`src/rtl/fsm_stim_sequencer_if.sv`:
```
// ---------------------------------------------------------------------------
// fsm_stim_sequencer_if
// Host-side bundle of the stimulus sequencer: run request, pattern and length
// going in, status and captured results coming back.
//   start     : request to run (host -> sequencer)
//   pattern   : control bits, bit 0 driven first (host -> sequencer)
//   length    : number of bits to drive (host -> sequencer)
//   busy      : sequencer not idle (sequencer -> host)
//   done      : one-cycle end-of-run pulse (sequencer -> host)
//   out_trace : captured FSM output samples (sequencer -> host)
//   hit_count : number of 1s captured (sequencer -> host)
// Optional (macro FSM_STIM_ABORT_EN): abort (host -> sequencer) and
// aborted (sequencer -> host).
// ---------------------------------------------------------------------------
interface fsm_stim_sequencer_if #(
    parameter int PAT_W = 16
) ();
    localparam int CNT_W = $clog2(PAT_W + 1);

    logic             start;
    logic [PAT_W-1:0] pattern;
    logic [CNT_W-1:0] length;
    logic             busy;
    logic             done;
    logic [PAT_W-1:0] out_trace;
    logic [CNT_W-1:0] hit_count;
`ifdef FSM_STIM_ABORT_EN
    logic             abort;
    logic             aborted;

    modport master (
        output start, pattern, length, abort,
        input  busy, done, out_trace, hit_count, aborted
    );
    modport slave (
        input  start, pattern, length, abort,
        output busy, done, out_trace, hit_count, aborted
    );
`else
    modport master (
        output start, pattern, length,
        input  busy, done, out_trace, hit_count
    );
    modport slave (
        input  start, pattern, length,
        output busy, done, out_trace, hit_count
    );
`endif
endinterface

```
`src/rtl/fsm_stim_sequencer.sv`:
```
// ---------------------------------------------------------------------------
// fsm_stim_sequencer
// Drives a 2-bit Mealy control FSM under test: holds it in reset for RST_CYC
// cycles, streams a programmed pattern LSB-first onto its control input, and
// captures its serial output (RESP_LAT cycles behind each control bit) into a
// trace register while counting output pulses.
// Ports:
//   clk       : system clock, all logic on posedge
//   reset     : synchronous, active-high reset
//   host      : fsm_stim_sequencer_if.slave (start/pattern/length in,
//               busy/done/out_trace/hit_count out)
//   dut_reset : reset to the FSM under test (reset OR state==RST)
//   ctrl_out  : registered serial control bit to the FSM
//   dut_out   : FSM output
// Optional feature, macro FSM_STIM_ABORT_EN: host.abort ends a run early
// through DONE with host.aborted flagged; partial results are kept.
// ---------------------------------------------------------------------------
module fsm_stim_sequencer #(
    parameter int PAT_W    = 16,
    parameter int RST_CYC  = 2,
    parameter int RESP_LAT = 1
) (
    input  logic                  clk,
    input  logic                  reset,
    fsm_stim_sequencer_if.slave   host,
    output logic                  dut_reset,
    output logic                  ctrl_out,
    input  logic                  dut_out
);
    localparam int CNT_W   = $clog2(PAT_W + 1);
    localparam int MAX_A   = (RST_CYC > PAT_W) ? RST_CYC : PAT_W;
    localparam int TMR_MAX = (RESP_LAT > MAX_A) ? RESP_LAT : MAX_A;
    localparam int TMR_W   = $clog2(TMR_MAX + 1);

    typedef enum logic [2:0] {
        IDLE  = 3'd0,
        RST   = 3'd1,
        DRIVE = 3'd2,
        DRAIN = 3'd3,
        DONE  = 3'd4
    } state_t;

    state_t             state_r, state_next_s;
    logic [TMR_W-1:0]   tmr_r, tmr_next_s;
    logic [PAT_W-1:0]   pat_sh_r;
    logic [CNT_W-1:0]   len_r, len_eff_s;
    logic [CNT_W-1:0]   samp_idx_r;
    logic [1:0]         lat_r;
    logic [PAT_W-1:0]   trace_r;
    logic [CNT_W-1:0]   hits_r;
    logic               ctrl_r, busy_r, done_r;
    logic               accept_s, running_s, samp_en_s, abort_hit_s;
`ifdef FSM_STIM_ABORT_EN
    logic               aborted_r;
`endif

    // Zero and over-range lengths fall back to the full pattern width.
    always_comb begin
        len_eff_s = CNT_W'(PAT_W);
        if ((host.length != {CNT_W{1'b0}}) && (host.length <= CNT_W'(PAT_W))) begin
            len_eff_s = host.length;
        end else begin
            len_eff_s = CNT_W'(PAT_W);
        end
    end

    // Run control strobes: accept, sampling window, early abort.
    always_comb begin
        accept_s    = (state_r == IDLE) && host.start;
        running_s   = (state_r == DRIVE) || (state_r == DRAIN);
        // lat_r counts the response latency from the first drive cycle; once
        // it saturates, one sample per cycle until len_r samples are taken.
        samp_en_s   = running_s && (lat_r == 2'(RESP_LAT)) && (samp_idx_r < len_r);
        abort_hit_s = 1'b0;
`ifdef FSM_STIM_ABORT_EN
        if (host.abort && ((state_r == RST) || running_s)) begin
            abort_hit_s = 1'b1;
        end else begin
            abort_hit_s = 1'b0;
        end
`endif
    end

    // Next-state logic; tmr_r times the RST, DRIVE and DRAIN phases.
    always_comb begin
        state_next_s = state_r;
        tmr_next_s   = tmr_r;
        case (state_r)
            IDLE: begin
                if (host.start) begin
                    state_next_s = RST;
                    tmr_next_s   = {TMR_W{1'b0}};
                end else begin
                    state_next_s = IDLE;
                end
            end
            RST: begin
                if (tmr_r == TMR_W'(RST_CYC - 1)) begin
                    state_next_s = DRIVE;
                    tmr_next_s   = {TMR_W{1'b0}};
                end else begin
                    tmr_next_s   = tmr_r + TMR_W'(1);
                end
            end
            DRIVE: begin
                if (tmr_r == (TMR_W'(len_r) - TMR_W'(1))) begin
                    state_next_s = (RESP_LAT > 0) ? DRAIN : DONE;
                    tmr_next_s   = {TMR_W{1'b0}};
                end else begin
                    tmr_next_s   = tmr_r + TMR_W'(1);
                end
            end
            DRAIN: begin
                if (tmr_r == TMR_W'(RESP_LAT - 1)) begin
                    state_next_s = DONE;
                    tmr_next_s   = {TMR_W{1'b0}};
                end else begin
                    tmr_next_s   = tmr_r + TMR_W'(1);
                end
            end
            DONE: begin
                state_next_s = IDLE;
            end
            default: begin
                state_next_s = IDLE;
                tmr_next_s   = {TMR_W{1'b0}};
            end
        endcase
        if (abort_hit_s) begin
            state_next_s = DONE;
            tmr_next_s   = {TMR_W{1'b0}};
        end else begin
            state_next_s = state_next_s;
        end
    end

    // State, registered outputs, pattern shifter and capture registers.
    always_ff @(posedge clk) begin
        if (reset) begin
            state_r    <= IDLE;
            tmr_r      <= {TMR_W{1'b0}};
            pat_sh_r   <= {PAT_W{1'b0}};
            len_r      <= {CNT_W{1'b0}};
            samp_idx_r <= {CNT_W{1'b0}};
            lat_r      <= 2'd0;
            trace_r    <= {PAT_W{1'b0}};
            hits_r     <= {CNT_W{1'b0}};
            ctrl_r     <= 1'b0;
            busy_r     <= 1'b0;
            done_r     <= 1'b0;
`ifdef FSM_STIM_ABORT_EN
            aborted_r  <= 1'b0;
`endif
        end else begin
            state_r <= state_next_s;
            tmr_r   <= tmr_next_s;
            busy_r  <= (state_next_s != IDLE);
            done_r  <= (state_next_s == DONE);
            // ctrl_out is registered, so the bit for the coming drive cycle
            // is taken from the shifter one edge early.
            ctrl_r  <= (state_next_s == DRIVE) ? pat_sh_r[0] : 1'b0;
            if (accept_s) begin
                pat_sh_r   <= host.pattern;
                len_r      <= len_eff_s;
                samp_idx_r <= {CNT_W{1'b0}};
                lat_r      <= 2'd0;
                trace_r    <= {PAT_W{1'b0}};
                hits_r     <= {CNT_W{1'b0}};
`ifdef FSM_STIM_ABORT_EN
                aborted_r  <= 1'b0;
`endif
            end else begin
                if (state_next_s == DRIVE) begin
                    pat_sh_r <= pat_sh_r >> 1;
                end
                if (samp_en_s) begin
                    // Trace is cleared at accept, so OR-ing in each bit once
                    // is equivalent to an indexed write.
                    trace_r    <= trace_r | (PAT_W'(dut_out) << samp_idx_r);
                    hits_r     <= hits_r + CNT_W'(dut_out);
                    samp_idx_r <= samp_idx_r + CNT_W'(1);
                end else if (running_s && (lat_r != 2'(RESP_LAT))) begin
                    lat_r <= lat_r + 2'd1;
                end
`ifdef FSM_STIM_ABORT_EN
                if (abort_hit_s) begin
                    aborted_r <= 1'b1;
                end
`endif
            end
        end
    end

    // The FSM under test is reset together with this block.
    assign dut_reset      = reset | (state_r == RST);
    assign ctrl_out       = ctrl_r;
    assign host.busy      = busy_r;
    assign host.done      = done_r;
    assign host.out_trace = trace_r;
    assign host.hit_count = hits_r;
`ifdef FSM_STIM_ABORT_EN
    assign host.aborted   = aborted_r;
`endif
endmodule
```
`src/flat_wrapper.sv`:
```
// flat-port wrapper written by rule: the top's interface ports become plain ports
module fsm_stim_sequencer_flat 
#(
    parameter int PAT_W    = 16,
    parameter int RST_CYC  = 2,
    parameter int RESP_LAT = 1
)
  (clk, reset, dut_reset, ctrl_out, dut_out, host_start, host_pattern, host_length, host_busy, host_done, host_out_trace, host_hit_count);
  fsm_stim_sequencer_if #(.PAT_W(PAT_W)) host_i ();
  input  logic clk;
  input  logic reset;
  output logic dut_reset;
  output logic ctrl_out;
  input  logic dut_out;
  input wire logic [$bits(host_i.start)-1:0] host_start;
  input wire logic [$bits(host_i.pattern)-1:0] host_pattern;
  input wire logic [$bits(host_i.length)-1:0] host_length;
  output wire logic [$bits(host_i.busy)-1:0] host_busy;
  output wire logic [$bits(host_i.done)-1:0] host_done;
  output wire logic [$bits(host_i.out_trace)-1:0] host_out_trace;
  output wire logic [$bits(host_i.hit_count)-1:0] host_hit_count;
  assign host_i.start = host_start;
  assign host_i.pattern = host_pattern;
  assign host_i.length = host_length;
  assign host_busy = host_i.busy;
  assign host_done = host_i.done;
  assign host_out_trace = host_i.out_trace;
  assign host_hit_count = host_i.hit_count;
  fsm_stim_sequencer #(.PAT_W(PAT_W), .RST_CYC(RST_CYC), .RESP_LAT(RESP_LAT)) u_core (.clk(clk), .reset(reset), .host(host_i), .dut_reset(dut_reset), .ctrl_out(ctrl_out), .dut_out(dut_out));
endmodule
```
`config.mk`:
```
export PLATFORM = sky130hd
export DESIGN_NAME = fsm_stim_sequencer_flat
export DESIGN_NICKNAME = d
export VERILOG_FILES = /design/src/rtl/fsm_stim_sequencer_if.sv /design/src/rtl/fsm_stim_sequencer.sv /design/src/flat_wrapper.sv
export SDC_FILE = /design/constraint.sdc
export NUM_CORES = 1
export LEC_CHECK = 0
export BUFFER_PORTS_ARGS = -buffer_cell sky130_fd_sc_hd__buf_2
export CAP_MARGIN = 5
export CORE_UTILIZATION = 27
export DETAILED_ROUTE_END_ITERATION = 8
export HOLD_SLACK_MARGIN = 0.06
export PLACE_DENSITY = 0.47
export SLEW_MARGIN = 20
export SYNTH_ARGS = -nofsm -noshare
export SYNTH_HDL_FRONTEND = slang
export SYNTH_SLANG_ARGS = --single-unit
```
`constraint.sdc`:
```
create_clock -name clk -period 2 [get_ports clk]
set_input_delay 0.2 -clock clk [delete_from_list [all_inputs] [get_ports clk]]
set_output_delay 0.2 -clock clk [all_outputs]
set_load 0.02 [all_outputs]
```
==> flow_metrics.py <==
metrics = {
    "routing": {
        "wl_per_cell_um": 12.5,
        "routed_wl_um": 6680,
        "vias": 2452,
        "via_per_inst": 4.57,
        "drtAntennaViolNets": 0,
        "dr.first_iter.drc_count": 68,
        "drc": 0,
        "drt-pass1-iter-count": 4,
    },
    "pwr": {
        "peakVddDrop_mv": 0.289,
        "p_sw_share_pct": 29.1,
        "p_int_w": 0.00194,
        "switching_power_w": 0.000795,
        "seqPwrFrac_pct": 47.2,
        "total_power_w": 0.00273,
        "pwr-share-clk_pct": 35.6,
        "combPwrFrac_pct": 17.1,
        "leakagePower_nw": 1.60,
        "power_density_nw_per_um2": 717,
    },
    "die": {
        "rows": 37,
        "die_area_um2": 11000,
        "io-pin-count": 50,
        "die_y_um": 105,
        "start_util_pct": 27.8,
        "core-area_um2": 10300,
        "die_w_um": 105,
    },
    "clock_network": {
        "path_clk_slew_ns": 0.07,
        "tritoncts": "built",
        "cts_buffers": 9,
        "root_buffer": "clkbuf_8",
        "htreeDepth": 3,
        "cts_max_path_buffers": 2,
        "clk_latency_ns": 0.35,
        "clock_sinks": 60,
    },
    "timing": {
        "setup_slack_ns": 0.0350,
        "period_share_pct": 98.2,
        "hold_violations": 0,
        "maxSlewHeadroom_pct": 47.5,
        "fmax_mhz": 509,
        "finalSetupViolCount": 0,
        "rsz0062_at_grt": "yes",
        "slew_viol_final": 0,
        "clock_skew_ns": 0.0169,
        "tightestPinTransition_ns": 0.785,
        "fin_crit_ns": 1.96,
    },
    "worst_setup_path": {
        "critPathSlowestCell": "dfxtp_2",
        "critPathMaxFanout": 4,
        "crit_arrival_ns": 2.22,
        "path_cells": "inv_2 > ha_4 > nand2b_4 > a31o_4 > o2111ai_2 > nand4b_1 > buf_6 > clkbuf_16 > mux2i_1 > a211oi_1",
        "cp-start-kind": "register",
        "endpoint_kind": "register",
        "cp.required_ns": 2.26,
        "critical_path.max_stage_delay_ns": 0.34,
        "path_class": "register to register",
    },
    "global_route": {
        "grt_max_degree": 37,
        "antenna_found_initial": 0,
        "grt_pass1_wl_um": 11000,
        "grt-ovfl-total": 0,
        "grt_pass1_vias": 2351,
        "gr-usage-met3_pct": 3.99,
        "grt_use_met2_pct": 19.9,
        "grt_use_total_pct": 12.8,
        "gr-usage-met1_pct": 16.3,
        "busiest_layer": "met2",
    },
    "logic_synthesis": {
        "synth_ff_type": "dfxtp_1",
        "avgSynthCellArea_um2": 8.97,
        "synth_most_common_cell": "dfxtp_1",
        "synth_cell_types": 49,
        "async_flop_share_pct": 0,
        "syn_inst": 318,
        "ys.warnings.count": 0,
        "yosys-top-cells-count": "dfxtp_1, nor2_1, a21oi_1",
        "synth-edff-count": 0,
        "post-synth-top-area-cell": "dfxtp_1",
        "synth_area_leaders": "dfxtp_1, ha_1, nor2_1",
        "synth_seq_area_share_pct": 42.1,
        "synth.cell_area_um2": 2850,
        "syn_nets": 356,
        "synth_seq_cells": 60,
        "synth_top_area_share_pct": 42.1,
    },
    "place": {
        "numPortBuffers": 49,
        "place_ws_ns": -0.129,
        "gp_routability_congestion": 0.769,
        "placed_area_um2": 3430,
        "hpwl_um": 4730,
    },
    "hold_path": {
        "min_path_type": "input port to register",
    },
    "flow_run": {
        "cap_viol_max_count": 0,
    },
    "finish": {
        "antenna_cells": 0,
        "design_area_um2": 3810,
        "drive_above_1_share_pct": 32.3,
        "nets": 433,
        "area_delta_synth_final_pct": 33.6,
    },
    "status": {
        "status": "completed",
    },
}
==> cell families after synthesis <==
group                      synth area share (%)
and+or+nand+nor                            21.8
xor gates and xnor gates                   2.76
muxes                                      4.91
DFF                                        42.1
AOI/OAI and AO/OA                          17.6
adders and majority gates                  5.70
buffers and inverters                      5.09
==> through the flow <==
step | std cells | utilization, % | setup TNS (ns) | hold slack (ns)
after CTS | 534 | 36.0 | -0.00214 | 0.0929
after global placement | 515 | 33.4 | -0.0377 | 0.445
after global routing | 536 | 37.1 | -0.853 | 0.102
after floorplan | 318 | - | 0 | 0.340
after detailed placement | 515 | 33.4 | -0.902 | 0.452
final | 536 | 37.1 | 0 | 0.110
==> path summary, 6_finish.rpt <==
check,from,end,slack [ns],cells after the start
hold reg to reg,u_core.host.out_trace[5],u_core.host.out_trace[5],0.46,1
setup / recovery,u_core.len_r[0],u_core.pat_sh_r[2],0.04,10
setup reg to reg,u_core.len_r[0],u_core.pat_sh_r[2],0.04,10
hold / removal,host_pattern[15],u_core.pat_sh_r[15],0.11,3
==> cell usage in the layout, fill, tap and decap left out, drive strengths merged, types with 4 or more instances in the layout <==
| cell type | synthesis | final |
|---|---|---|
| nand3b | 5 | 5 |
| nand2b | 10 | 10 |
| nor4 | 5 | 5 |
| o21a | 13 | 13 |
| a211oi | 17 | 17 |
| nor3 | 14 | 14 |
| clkbuf | 16 | 10 |
| xnor2 | 5 | 5 |
| ha | 13 | 13 |
| inv | 13 | 14 |
| nor2 | 39 | 39 |
| buf | 3 | 84 |
| o21ai | 6 | 6 |
| dfxtp | 60 | 60 |
| xor2 | 4 | 4 |
| nand2 | 18 | 18 |
| clkinvlp | 0 | 4 |
| mux2i | 14 | 14 |
| or3 | 6 | 6 |
| a21oi | 22 | 22 |
| nand3 | 4 | 4 |
==> per-layer routing <==
layer / vias to the layer above / share of wire (%)
met3: 9 / 4.7
met1: 1113 / 48
met4: 0 / 1.8
met2: 44 / 45
met5: - / 0
li1: 1286 / -
==> sequential cells by signal, summed over array words and instances (netlist names) <==
| register | flops |
|---|---|
| u_core.samp_idx_r | 5 |
| u_core.lat_r | 2 |
| u_core.host.busy | 1 |
| u_core.tmr_r | 5 |
| u_core.host.hit_count | 5 |
| u_core.ctrl_out | 1 |
| u_core.len_r | 5 |
| u_core.pat_sh_r | 16 |
| u_core.host.out_trace | 16 |
| u_core.host.done | 1 |
| u_core.state_r | 3 |
==> power by group through the flow <==
stage	logic [W]	registers [W]	clock network [W]
floorplan	0.000273	0.00132	0
global placement	0.000416	0.00131	0
detailed placement	0.000417	0.00131	0
CTS	0.000449	0.00129	0.00101
global route	0.000519	0.00130	0.00108
finish	0.000469	0.00129	0.000973
==> critical path: cells and delay by family (launching register included) <==
| kind | cells | cell delay (ns) |
|---|---|---|
| flip-flops | 1 | 0.34 |
| adder cells (fa/ha/maj) | 1 | 0.16 |
| buffers and inverters | 3 | 0.37 |
| AO/OA/AOI/OAI | 3 | 0.63 |
| AND/OR/NAND/NOR | 2 | 0.27 |
| multiplexers | 1 | 0.11 |
==> repair_timing <==
item	in CTS	in global routing
endpoints found under the setup margin	27	23
gates resized for setup	11	17
buffers inserted	1	1
hold buffers	0	0
cloned	2	1
pin swaps	17	11
==> cell type report <==
type	count	area (µm²)
clock buffers	9	124
clock inverters	7	52.6
fillers	1070	6470
inverters	13	48.8
multi-input cells	226	1620
flip-flops and latches	60	1210
well taps	136	170
repair buffers	85	584
Power figures use the tool's default switching activity.
